**config.mk**
```make
export PLATFORM = sky130hd
export DESIGN_NAME = tail_light_request_arbiter
export DESIGN_NICKNAME = d
export VERILOG_FILES = /design/src/rtl/tail_light_request_arbiter.sv
export SDC_FILE = /design/constraint.sdc
export NUM_CORES = 1
export LEC_CHECK = 0
export BUFFER_PORTS_ARGS = -buffer_cell sky130_fd_sc_hd__buf_4
export CORE_UTILIZATION = 45
export CTS_CLUSTER_SIZE = 8
export DETAILED_ROUTE_END_ITERATION = 8
export HOLD_SLACK_MARGIN = 0.08
export PLACE_DENSITY = 0.7
export SYNTH_ARGS = -nofsm -noshare
export SYNTH_HDL_FRONTEND = slang
export SYNTH_SLANG_ARGS = --single-unit
export TNS_END_PERCENT = 50
```
**constraint.sdc**
```tcl
create_clock -name clk -period 3.1 [get_ports clk]
set_clock_uncertainty 0.1 [all_clocks]
set_input_delay 0.31 -clock clk [delete_from_list [all_inputs] [get_ports clk]]
set_output_delay 0.31 -clock clk [all_outputs]
set_load 0.005 [all_outputs]
```
**src/rtl/tail_light_request_arbiter.sv**
```systemverilog
// -----------------------------------------------------------------------------
// tail_light_request_arbiter
//
// Conditions the raw brake pedal and turn stalk switches and arbitrates
// between left and right turn requests for the tail light sequencer. When both
// turn sides are requested they alternate in fixed-length slots separated by a
// one-cycle gap in which neither turn output is active.
//
// Build option:
//   ARB_DEBOUNCE_EN  defined   -> each synchronized input goes through a
//                                 counter-based debounce filter.
//                    undefined -> filtered value is the synchronized value and
//                                 DEBOUNCE_CYCLES has no effect.
//
// Parameters:
//   DEBOUNCE_CYCLES  consecutive differing cycles before a filter flips (1..15)
//   SLOT_CYCLES      cycles a side holds the grant under contention (2..255)
//
// Ports:
//   clk         in   sole clock, rising edge
//   rst_n       in   asynchronous active-low reset
//   brake_in    in   raw brake pedal switch (asynchronous)
//   left_req    in   raw left turn stalk (asynchronous)
//   right_req   in   raw right turn stalk (asynchronous)
//   brake       out  registered brake command
//   turn_left   out  registered left turn command
//   turn_right  out  registered right turn command
//   grant       out  arbiter state: 00 idle, 01 left, 10 right, 11 gap
// -----------------------------------------------------------------------------
module tail_light_request_arbiter #(
    parameter int unsigned DEBOUNCE_CYCLES = 4,
    parameter int unsigned SLOT_CYCLES     = 80
) (
    input  logic       clk,
    input  logic       rst_n,
    input  logic       brake_in,
    input  logic       left_req,
    input  logic       right_req,
    output logic       brake,
    output logic       turn_left,
    output logic       turn_right,
    output logic [1:0] grant
);

    // Elaboration-time parameter range guards.
    if (DEBOUNCE_CYCLES < 1 || DEBOUNCE_CYCLES > 15) begin : g_bad_debounce
        $error("DEBOUNCE_CYCLES must be in 1..15");
    end
    if (SLOT_CYCLES < 2 || SLOT_CYCLES > 255) begin : g_bad_slot
        $error("SLOT_CYCLES must be in 2..255");
    end

    localparam logic [7:0] SlotLast = 8'(SLOT_CYCLES - 1);

    typedef enum logic [1:0] {
        StIdle  = 2'b00,
        StLeft  = 2'b01,
        StRight = 2'b10,
        StGap   = 2'b11
    } arb_state_e;

    // Bit order for all per-input vectors: [0] brake, [1] left, [2] right.
    logic [2:0] raw;
    logic [2:0] sync1_q;
    logic [2:0] sync2_q;
    logic [2:0] filt;

    assign raw = {right_req, left_req, brake_in};

    // Two-flop synchronizer ahead of everything else.
    always_ff @(posedge clk or negedge rst_n) begin
        if (!rst_n) begin
            sync1_q <= '0;
            sync2_q <= '0;
        end else begin
            sync1_q <= raw;
            sync2_q <= sync1_q;
        end
    end

`ifdef ARB_DEBOUNCE_EN
    localparam logic [3:0] DbLast = 4'(DEBOUNCE_CYCLES - 1);

    logic [2:0]      filt_q;
    logic [2:0]      filt_d;
    logic [2:0][3:0] db_cnt_q;
    logic [2:0][3:0] db_cnt_d;

    // Counter runs only while the synchronized value disagrees with the
    // filtered value; any agreement or a flip restarts it from zero.
    always_comb begin
        filt_d   = filt_q;
        db_cnt_d = '0;
        for (int i = 0; i < 3; i++) begin
            if (sync2_q[i] != filt_q[i]) begin
                if (db_cnt_q[i] == DbLast) begin
                    filt_d[i] = ~filt_q[i];
                end else begin
                    db_cnt_d[i] = db_cnt_q[i] + 4'd1;
                end
            end
        end
    end

    always_ff @(posedge clk or negedge rst_n) begin
        if (!rst_n) begin
            filt_q   <= '0;
            db_cnt_q <= '0;
        end else begin
            filt_q   <= filt_d;
            db_cnt_q <= db_cnt_d;
        end
    end

    assign filt = filt_q;
`else
    assign filt = sync2_q;
`endif

    logic       left_f;
    logic       right_f;
    arb_state_e state_q;
    arb_state_e state_d;
    arb_state_e idle_pick;
    logic       last_grant_q;
    logic       last_grant_d;
    logic [7:0] slot_q;
    logic [7:0] slot_d;
    logic       brake_q;
    logic       turn_left_q;
    logic       turn_right_q;

    assign left_f  = filt[1];
    assign right_f = filt[2];

    // Decision taken from IDLE and, one cycle later, from GAP. Under
    // contention the side that was not served last wins.
    always_comb begin
        idle_pick = StIdle;
        if (left_f && !right_f) begin
            idle_pick = StLeft;
        end else if (!left_f && right_f) begin
            idle_pick = StRight;
        end else if (left_f && right_f) begin
            idle_pick = last_grant_q ? StLeft : StRight;
        end
    end

    always_comb begin
        state_d      = state_q;
        slot_d       = slot_q;
        last_grant_d = last_grant_q;
        unique case (state_q)
            StIdle, StGap: begin
                state_d = idle_pick;
            end
            StLeft: begin
                if (!left_f) begin
                    state_d = right_f ? StGap : StIdle;
                end else if (!right_f) begin
                    slot_d = '0;
                end else if (slot_q == SlotLast) begin
                    state_d = StGap;
                end else begin
                    slot_d = slot_q + 8'd1;
                end
            end
            StRight: begin
                if (!right_f) begin
                    state_d = left_f ? StGap : StIdle;
                end else if (!left_f) begin
                    slot_d = '0;
                end else if (slot_q == SlotLast) begin
                    state_d = StGap;
                end else begin
                    slot_d = slot_q + 8'd1;
                end
            end
        endcase

        // Every state entry starts a fresh slot.
        if (state_d != state_q) begin
            slot_d = '0;
            if (state_d == StLeft) begin
                last_grant_d = 1'b0;
            end else if (state_d == StRight) begin
                last_grant_d = 1'b1;
            end
        end
    end

    always_ff @(posedge clk or negedge rst_n) begin
        if (!rst_n) begin
            state_q      <= StIdle;
            last_grant_q <= 1'b1;
            slot_q       <= '0;
            brake_q      <= 1'b0;
            turn_left_q  <= 1'b0;
            turn_right_q <= 1'b0;
        end else begin
            state_q      <= state_d;
            last_grant_q <= last_grant_d;
            slot_q       <= slot_d;
            brake_q      <= filt[0];
            // Decoded from next state so the turn outputs line up with grant.
            turn_left_q  <= (state_d == StLeft);
            turn_right_q <= (state_d == StRight);
        end
    end

    assign brake      = brake_q;
    assign turn_left  = turn_left_q;
    assign turn_right = turn_right_q;
    assign grant      = state_q;

endmodule

```
==> results of run 1 <==
==> metrics by stage <==
stage / cell area (um2) / hold WS [ns] / util
floorplan: 1150 / -0.0856 / -
global placement: 1230 / 0.0953 / 0.533
detailed placement: 1230 / 0.0977 / 0.533
CTS: 1330 / 0.273 / 0.573
global route: 1330 / 0.285 / 0.573
finish: 1330 / 0.270 / 0.573
==> cell usage in the layout, fill, tap and decap left out, types with 2 or more instances in the layout <==
cell type / instances
sky130_fd_sc_hd__ha_1: 5
sky130_fd_sc_hd__nor3_1: 2
sky130_fd_sc_hd__dfrtp_1: 19
sky130_fd_sc_hd__nand2_1: 10
sky130_fd_sc_hd__clkbuf_4: 3
sky130_fd_sc_hd__and3_1: 6
sky130_fd_sc_hd__nor2_1: 11
sky130_fd_sc_hd__buf_4: 9
sky130_fd_sc_hd__nand3_1: 2
sky130_fd_sc_hd__o21ai_0: 3
sky130_fd_sc_hd__inv_1: 7
sky130_fd_sc_hd__a31oi_1: 2
sky130_fd_sc_hd__dlygate4sd3_1: 4
sky130_fd_sc_hd__mux2i_1: 3
sky130_fd_sc_hd__xnor2_1: 2
sky130_fd_sc_hd__a21oi_1: 9
==> final cells by class <==
type	instances	share of cell area
tap	28	0.0264
inverter	7	0.0198
multi-input combinational	80	0.455
clock buffer	3	0.0170
sequential	20	0.378
timing repair buffer	13	0.0811
clock inverter	1	0.0226
==> layer usage <==
layer  up-vias  global-route usage  wire length [um]
li1        417                   -                 -
met1       423               0.267              1080
met2        22               0.257               890
met3         5              0.0261                64
met4         0              0.0921                46
met5         -                   0                 0
==> power groups by stage <==
stage	Clock, mW	Sequential [mW]	Combinational, mW
finish	0.213	0.345	0.579
CTS	0.214	0.344	0.576
detailed placement	0	0.349	0.571
floorplan	0	0.341	0.441
global placement	0	0.347	0.562
global route	0.226	0.349	0.640
==> final timing paths <==
check                      startpoint  cells past startpoint  slack, ns            to
setup / recovery             grant[0]                      8       0.28  last_grant_q
hold / removal             sync1_q[1]                      0       0.27       filt[1]
setup reg to reg             grant[0]                      8       0.28  last_grant_q
hold reg to reg            sync1_q[1]                      0       0.27       filt[1]
max in group asynchronous       rst_n                      2       2.34  last_grant_q
min in group asynchronous       rst_n                      2       0.31    sync1_q[2]
==> flip-flops by register name, indices dropped and copies added, names as in the netlist <==
signal	flops
grant	2
slot_q	8
brake	1
sync1_q	3
turn_right	1
last_grant_q	1
filt	3
turn_left	1
==> worst reg2reg max path, stage by stage (launching register included) <==
cell and delay, ns:
sky130_fd_sc_hd__dfrtp_1 0.50, sky130_fd_sc_hd__inv_1 0.16, sky130_fd_sc_hd__ha_1 0.45, sky130_fd_sc_hd__or2b_1 0.27, sky130_fd_sc_hd__o32a_2 0.22, sky130_fd_sc_hd__o21ai_0 0.36, sky130_fd_sc_hd__ha_1 0.30, sky130_fd_sc_hd__a31oi_1 0.18
sky130_fd_sc_hd__mux2i_1 0.22
==> cell usage after synthesis, types with 2 or more instances <==
master                    instances  area [um2]
sky130_fd_sc_hd__a21oi_1          9        45.0
sky130_fd_sc_hd__a31oi_1          2        12.5
sky130_fd_sc_hd__and3_1           6        37.5
sky130_fd_sc_hd__buf_2            2        10.0
sky130_fd_sc_hd__dfrtp_1         19         475
sky130_fd_sc_hd__ha_1             5        62.6
sky130_fd_sc_hd__inv_1            7        26.3
sky130_fd_sc_hd__mux2i_1          3        30.0
sky130_fd_sc_hd__nand2_1         10        37.5
sky130_fd_sc_hd__nand3_1          2        10.0
sky130_fd_sc_hd__nor2_1          11        41.3
sky130_fd_sc_hd__nor3_1           2        10.0
sky130_fd_sc_hd__o21ai_0          3        15.0
sky130_fd_sc_hd__xnor2_1          2        17.5
==> cell families after synthesis <==
family / after synthesis / synth area share
fa+ha+maj: 5 / 0.0544
xor+xnor: 3 / 0.0229
compound gates: 27 / 0.202
mux: 3 / 0.0261
buf+inv: 10 / 0.0381
flops: 20 / 0.436
simple gates: 42 / 0.220
==> run_results.csv, run 1 <==
group,metric,value,unit
pwr,switchingPower,468,uW
outcome,status,"complete, no violations",
placement,portBuffers,9,
timing,highest_clock_frequency_the_design_can_meet,0.354,GHz
layout,area_of_the_multi_input_gates,604,um2
route,drcViolationCount,0,
timing,finalCritPeriodShare,0.911,
min_path,hp-class,"reg2reg",
layout,drive_gt1_frac,0.234,
timing,rsz0062_at_grt,"false",
logic_synthesis,avgSynthCellArea,10.5,um2
cts,clkSlewWorstSetupHoldPaths,0.11,ns
logic_synthesis,synthesis_warning_total,0,
grt,number_of_antenna_violations_at_the_first_check_in_global_routing,0,
route,detail-route-antenna-nets,0,
critical_path,crit_top_cell,"sky130_fd_sc_hd__ha_1",
pwr,power.share.sequential,0.304,
pwr,total_power,1.14,mW
placement,place.detailed.instances,144,
floorplan,die_wd,52.6,um
pwr,relative_contribution_of_the_clock_network_to_total_power,0.187,
grt,grt_start_max_net_pins,21,
logic_synthesis,commonest_register_cell_after_synthesis,"sky130_fd_sc_hd__dfrtp_1",
layout,finalNonFillerCells,152,
timing,finalCriticalPeriod,2.82,ns
timing,finalMaxSlewViolations,0,
logic_synthesis,yosysUniqueCellTypes,41,
layout,net_count_of_the_finished_layout,135,
route,dr_total_vias,867,
timing,setup_ws,0.276,ns
route,avg_wl_per_cell,13.7,um
timing,report.final.setup_viol,0,
critical_path,end_kind,"flip-flop",
logic_synthesis,syn-cell-area,1150,um2
logic_synthesis,synth-async-reset-ratio,1.00,
critical_path,worst_path_cell_trace,"inv_1 > ha_1 > or2b_1 > o32a_2 > o21ai_0 > ha_1 > a31oi_1 > mux2i_1",
timing,max_slew_margin,0.716,
floorplan,floorplan.die.height,52.6,um
floorplan,boundaryPins,10,
layout,area_growth,15.5,%
floorplan,std_cell_rows,17,
layout,nFillCells,193,
floorplan,dieArea,2760,um2
logic_synthesis,postSynthRegisterBits,20,
pwr,netSwitchingFraction,0.411,
critical_path,startpoint_class,"flip-flop",
cts,setup_repair_bufs_after_cts,0,
grt,globalRouteOverflowTotal,0,
logic_synthesis,number_of_enable_type_register_cells_in_the_synthesized_netlist,0,
critical_path,max_stage_delay_cell_worst_path,"sky130_fd_sc_hd__dfrtp_1",
critical_path,worstSetupPathType,"reg2reg",
route,detail_route.first_pass.iterations,4,
pwr,static-leakage-power,0.597,nW
cts,tritoncts,"yes",
cts,cts_inserted_buffers,3,
pwr,combPwrFrac,0.509,
placement,dp_hpwl,1560,um
placement,dp_worst_setup_slack,0.342,ns
timing,worstMarginPinSlew,0.423,ns
placement,gp_congestion,0.808,
critical_path,crit_required,3.24,ns
logic_synthesis,synth-seq-area-share,0.436,
cts,cell_chosen_for_the_clock_root,"sky130_fd_sc_hd__clkbuf_4",
critical_path,critical_path.max_fanout,8,
cts,cts.hold.buffers_added,4,
cts,cts_sinks,20,
timing,finalHoldViolCount,0,
critical_path,category_of_cells_accounting_for_the_largest_share_of_critical_path_delay,"compound AO/OA/AOI/OAI gates",
cts,cts.repair.resized,0,
critical_path,path_buf_inv,1,
run,maxCapViolCount,0,
cts,clock_latency_late_sink,0.31,ns
cts,number_of_h_tree_branching_levels,1,
logic_synthesis,synth_fp_nets,120,
critical_path,cpPeakStageDelay,0.50,ns
layout,ff_latch_area,502,um2
grt,global_route.usage.total,0.182,
pwr,cellInternalPower,669,uW
grt,first_pass_grt_wire_length,3580,um
cts,clk_path_buf_depth,2,
route,postRouteWirelength,2080,um
grt,via_count_of_the_first_global_routing_pass,782,
pwr,pwr_density_cell,856,nW/um2
floorplan,start_util,0.496,
route,drt-initial-drc-count,13,
critical_path,critPathArrivalTime,2.96,ns
timing,setup_total_negative_slack,0,ns
floorplan,coreArea,2320,um2
logic_synthesis,postSynthCellCount,110,
route,viasPerCell,5.70,
pwr,peakVddDrop,0.599,mV
layout,diode_insertion_count_for_antenna_repair,0,
Note: power is estimated with default switching activity, not from simulation.
==> run 2: changes to the inputs <==
--- a/config.mk
+++ b/config.mk
@@ -6,11 +6,11 @@
 export NUM_CORES = 1
 export LEC_CHECK = 0
 export BUFFER_PORTS_ARGS = -buffer_cell sky130_fd_sc_hd__buf_4
-export CORE_UTILIZATION = 45
+export CORE_UTILIZATION = 57
 export CTS_CLUSTER_SIZE = 8
 export DETAILED_ROUTE_END_ITERATION = 8
 export HOLD_SLACK_MARGIN = 0.08
-export PLACE_DENSITY = 0.7
+export PLACE_DENSITY = 0.84
 export SYNTH_ARGS = -nofsm -noshare
 export SYNTH_HDL_FRONTEND = slang
 export SYNTH_SLANG_ARGS = --single-unit
==> constraint.sdc (replaced) <==
create_clock -name clk -period 3.1 [get_ports clk]
set_clock_uncertainty 0.1 [all_clocks]
set_input_delay 0.62 -clock clk [delete_from_list [all_inputs] [get_ports clk]]
set_output_delay 0.62 -clock clk [all_outputs]
set_load 0.005 [all_outputs]
==> run 2 against run 1 <==
Compared with the run above: maximum frequency is 5.0% higher; die area is 20% lower; via count is 3.9% lower; sequential power hardly changed; final cell count is 3.9% lower; sequential cell count stayed put; first-iteration DRC count is 62% higher; worst hold slack worse by 0.014 ns; final area is 4.5% lower; core utilization is 13 points higher; critical path type unchanged; routed wire length is 4.0% lower; global-route usage is 3.9 points higher; highest routed layer unchanged.
==> run_results.csv, run 2 (synthesis gave the netlist of run 1 again) <==
group,metric,value,unit
route,top_layer,"met4",
placement,portBuffers,9,
pwr,peakVddDrop,0.584,mV
route,detail_route.first_pass.iterations,4,
pwr,cellInternalPower,587,uW
timing,finalCriticalPeriod,2.69,ns
route,avg_wl_per_cell,13.7,um
layout,post-route-cell-area,1270,um2
cts,clkSlewWorstSetupHoldPaths,0.09,ns
placement,placement.cell_area,1230,um2
pwr,power.share.sequential,0.330,
cts,clk_path_buf_depth,2,
floorplan,floorplan.die.height,46.9,um
layout,max_flop_register,"slot_q",
timing,rsz0062_at_grt,"false",
pwr,combPwrFrac,0.552,
timing,highest_clock_frequency_the_design_can_meet,0.372,GHz
grt,number_of_antenna_violations_at_the_first_check_in_global_routing,0,
placement,dp_worst_setup_slack,0.429,ns
route,met2WireLength,886,um
timing,finalCritPeriodShare,0.868,
critical_path,critPathArrivalTime,2.81,ns
route,detail-route-antenna-nets,0,
route,postRouteWirelength,2000,um
critical_path,startpoint_class,"flip-flop",
cts,cts_inserted_buffers,3,
grt,global_route.usage.total,0.221,
timing,max_slew_margin,0.723,
pwr,relative_contribution_of_the_clock_network_to_total_power,0.118,
layout,mostFrequentLayoutCells,"sky130_fd_sc_hd__dfrtp_1, sky130_fd_sc_hd__nor2_1, sky130_fd_sc_hd__nand2_1",
critical_path,worstSetupPathType,"reg2reg",
critical_path,end_kind,"flip-flop",
min_path,hp-class,"reg2reg",
floorplan,start_util,0.638,
cts,cts.repair.resized,0,
layout,diode_insertion_count_for_antenna_repair,0,
critical_path,r2r_setup_slack,0.41,ns
route,dr_total_vias,833,
timing,worstMarginPinSlew,0.412,ns
floorplan,std_cell_rows,15,
grt,globalRouteOverflowTotal,0,
pwr,switchingPower,451,uW
layout,max_reg_flops,8,
cts,setup_repair_bufs_after_cts,0,
layout,drive_gt1_frac,0.231,
timing,setup_ws,0.410,ns
outcome,status,"complete, no violations",
grt,grt_start_max_net_pins,21,
timing,setup_total_negative_slack,0,ns
critical_path,crit_required,3.22,ns
critical_path,setup.worst_path.start,"grant[0]",
timing,hold_ws,0.256,ns
cts,cell_chosen_for_the_clock_root,"sky130_fd_sc_hd__clkbuf_4",
run,maxCapViolCount,0,
min_path,timing.hold.worst.start,"sync1_q[1]",
floorplan,boundaryPins,10,
placement,place.detailed.instances,141,
route,drt-initial-drc-count,21,
grt,first_pass_grt_wire_length,3300,um
layout,mostFrequentLayoutCell,"sky130_fd_sc_hd__dfrtp_1",
cts,number_of_h_tree_branching_levels,1,
placement,dp_hpwl,1490,um
route,m1_wl,1020,um
pwr,static-leakage-power,0.572,nW
floorplan,dieArea,2200,um2
timing,finalHoldViolCount,0,
layout,finalNonFillerCells,146,
route,viasPerCell,5.71,
pwr,pwr_density_cell,819,nW/um2
layout,net_count_of_the_finished_layout,132,
cts,tritoncts,"yes",
timing,finalMaxSlewViolations,0,
layout,area_growth,10.2,%
cts,clock_latency_late_sink,0.30,ns
floorplan,die_wd,46.9,um
critical_path,r2r_start,"grant[0]",
grt,via_count_of_the_first_global_routing_pass,742,
route,drcViolationCount,0,
placement,gp_congestion,0.951,
timing,report.final.setup_viol,0,
route,detailroute.wirelength.met3,51,um
critical_path,critical_path.max_fanout,8,
pwr,netSwitchingFraction,0.435,
cts,cts_sinks,20,
floorplan,coreArea,1800,um2
==> run 2: cell count changes in the layout (fill, tap and decap cells not counted), sizes merged <==
cell / previous run / this run
dlygate4sd3: 4 / 1
bufinv: 1 / 0
clkbuf: 3 / 4
==> run 2: final cells by class <==
| cell class | instances | area [um2] |
|---|---|---|
| Clock buffer | 4 | 26.3 |
| Fill cell | 143 | 534 |
| Inverter | 7 | 26.3 |
| Multi-Input combinational cell | 80 | 604 |
| Sequential cell | 20 | 502 |
| Tap cell | 25 | 31.3 |
| Timing Repair Buffer | 10 | 77.6 |
==> run 2: worst paths after layout <==
kind | to | cells after the start
hold reg to reg | filt[1] | 0
setup / recovery | last_grant_q | 8
hold / removal | filt[1] | 0
max in group asynchronous | last_grant_q | 2
min in group asynchronous | slot_q[0] | 2
setup reg to reg | last_grant_q | 8
==> run 2: metrics by stage <==
step | utilization | total power [mW]
CTS | 0.703 | 1.04
finish | 0.703 | 1.04
global placement | 0.683 | 0.899
global route | 0.703 | 1.12
detailed placement | 0.683 | 0.916
floorplan | - | 0.782
==> run 2: repair_timing <==
action                                  4_1_cts  5_1_grt
endpoints found under the setup margin        0        0
hold buffers                                  1        0
hold endpoints to repair                     10        0
==> run 2: power by group through the flow <==
| stage | clock (mW) | combinational [mW] | sequential, mW |
|---|---|---|---|
| floorplan | 0 | 0.441 | 0.341 |
| global placement | 0 | 0.554 | 0.345 |
| detailed placement | 0 | 0.569 | 0.347 |
| CTS | 0.126 | 0.572 | 0.342 |
| global route | 0.136 | 0.631 | 0.348 |
| finish | 0.122 | 0.573 | 0.343 |
==> run 2: critical path: stages (launching register included) <==
cell,delay (ns)
sky130_fd_sc_hd__dfrtp_1,0.47
sky130_fd_sc_hd__inv_1,0.14
sky130_fd_sc_hd__ha_1,0.44
sky130_fd_sc_hd__or2b_1,0.26
sky130_fd_sc_hd__o32a_2,0.22
sky130_fd_sc_hd__o21ai_0,0.32
sky130_fd_sc_hd__ha_1,0.29
sky130_fd_sc_hd__a31oi_1,0.17
sky130_fd_sc_hd__mux2i_1,0.21
==> run 2: metal layers <==
| metal | up-vias | GRT usage |
|---|---|---|
| met5 | - | 0 |
| li1 | 410 | - |
| met1 | 405 | 0.329 |
| met3 | 5 | 0.0346 |
| met4 | 0 | 0.0857 |
| met2 | 13 | 0.325 |
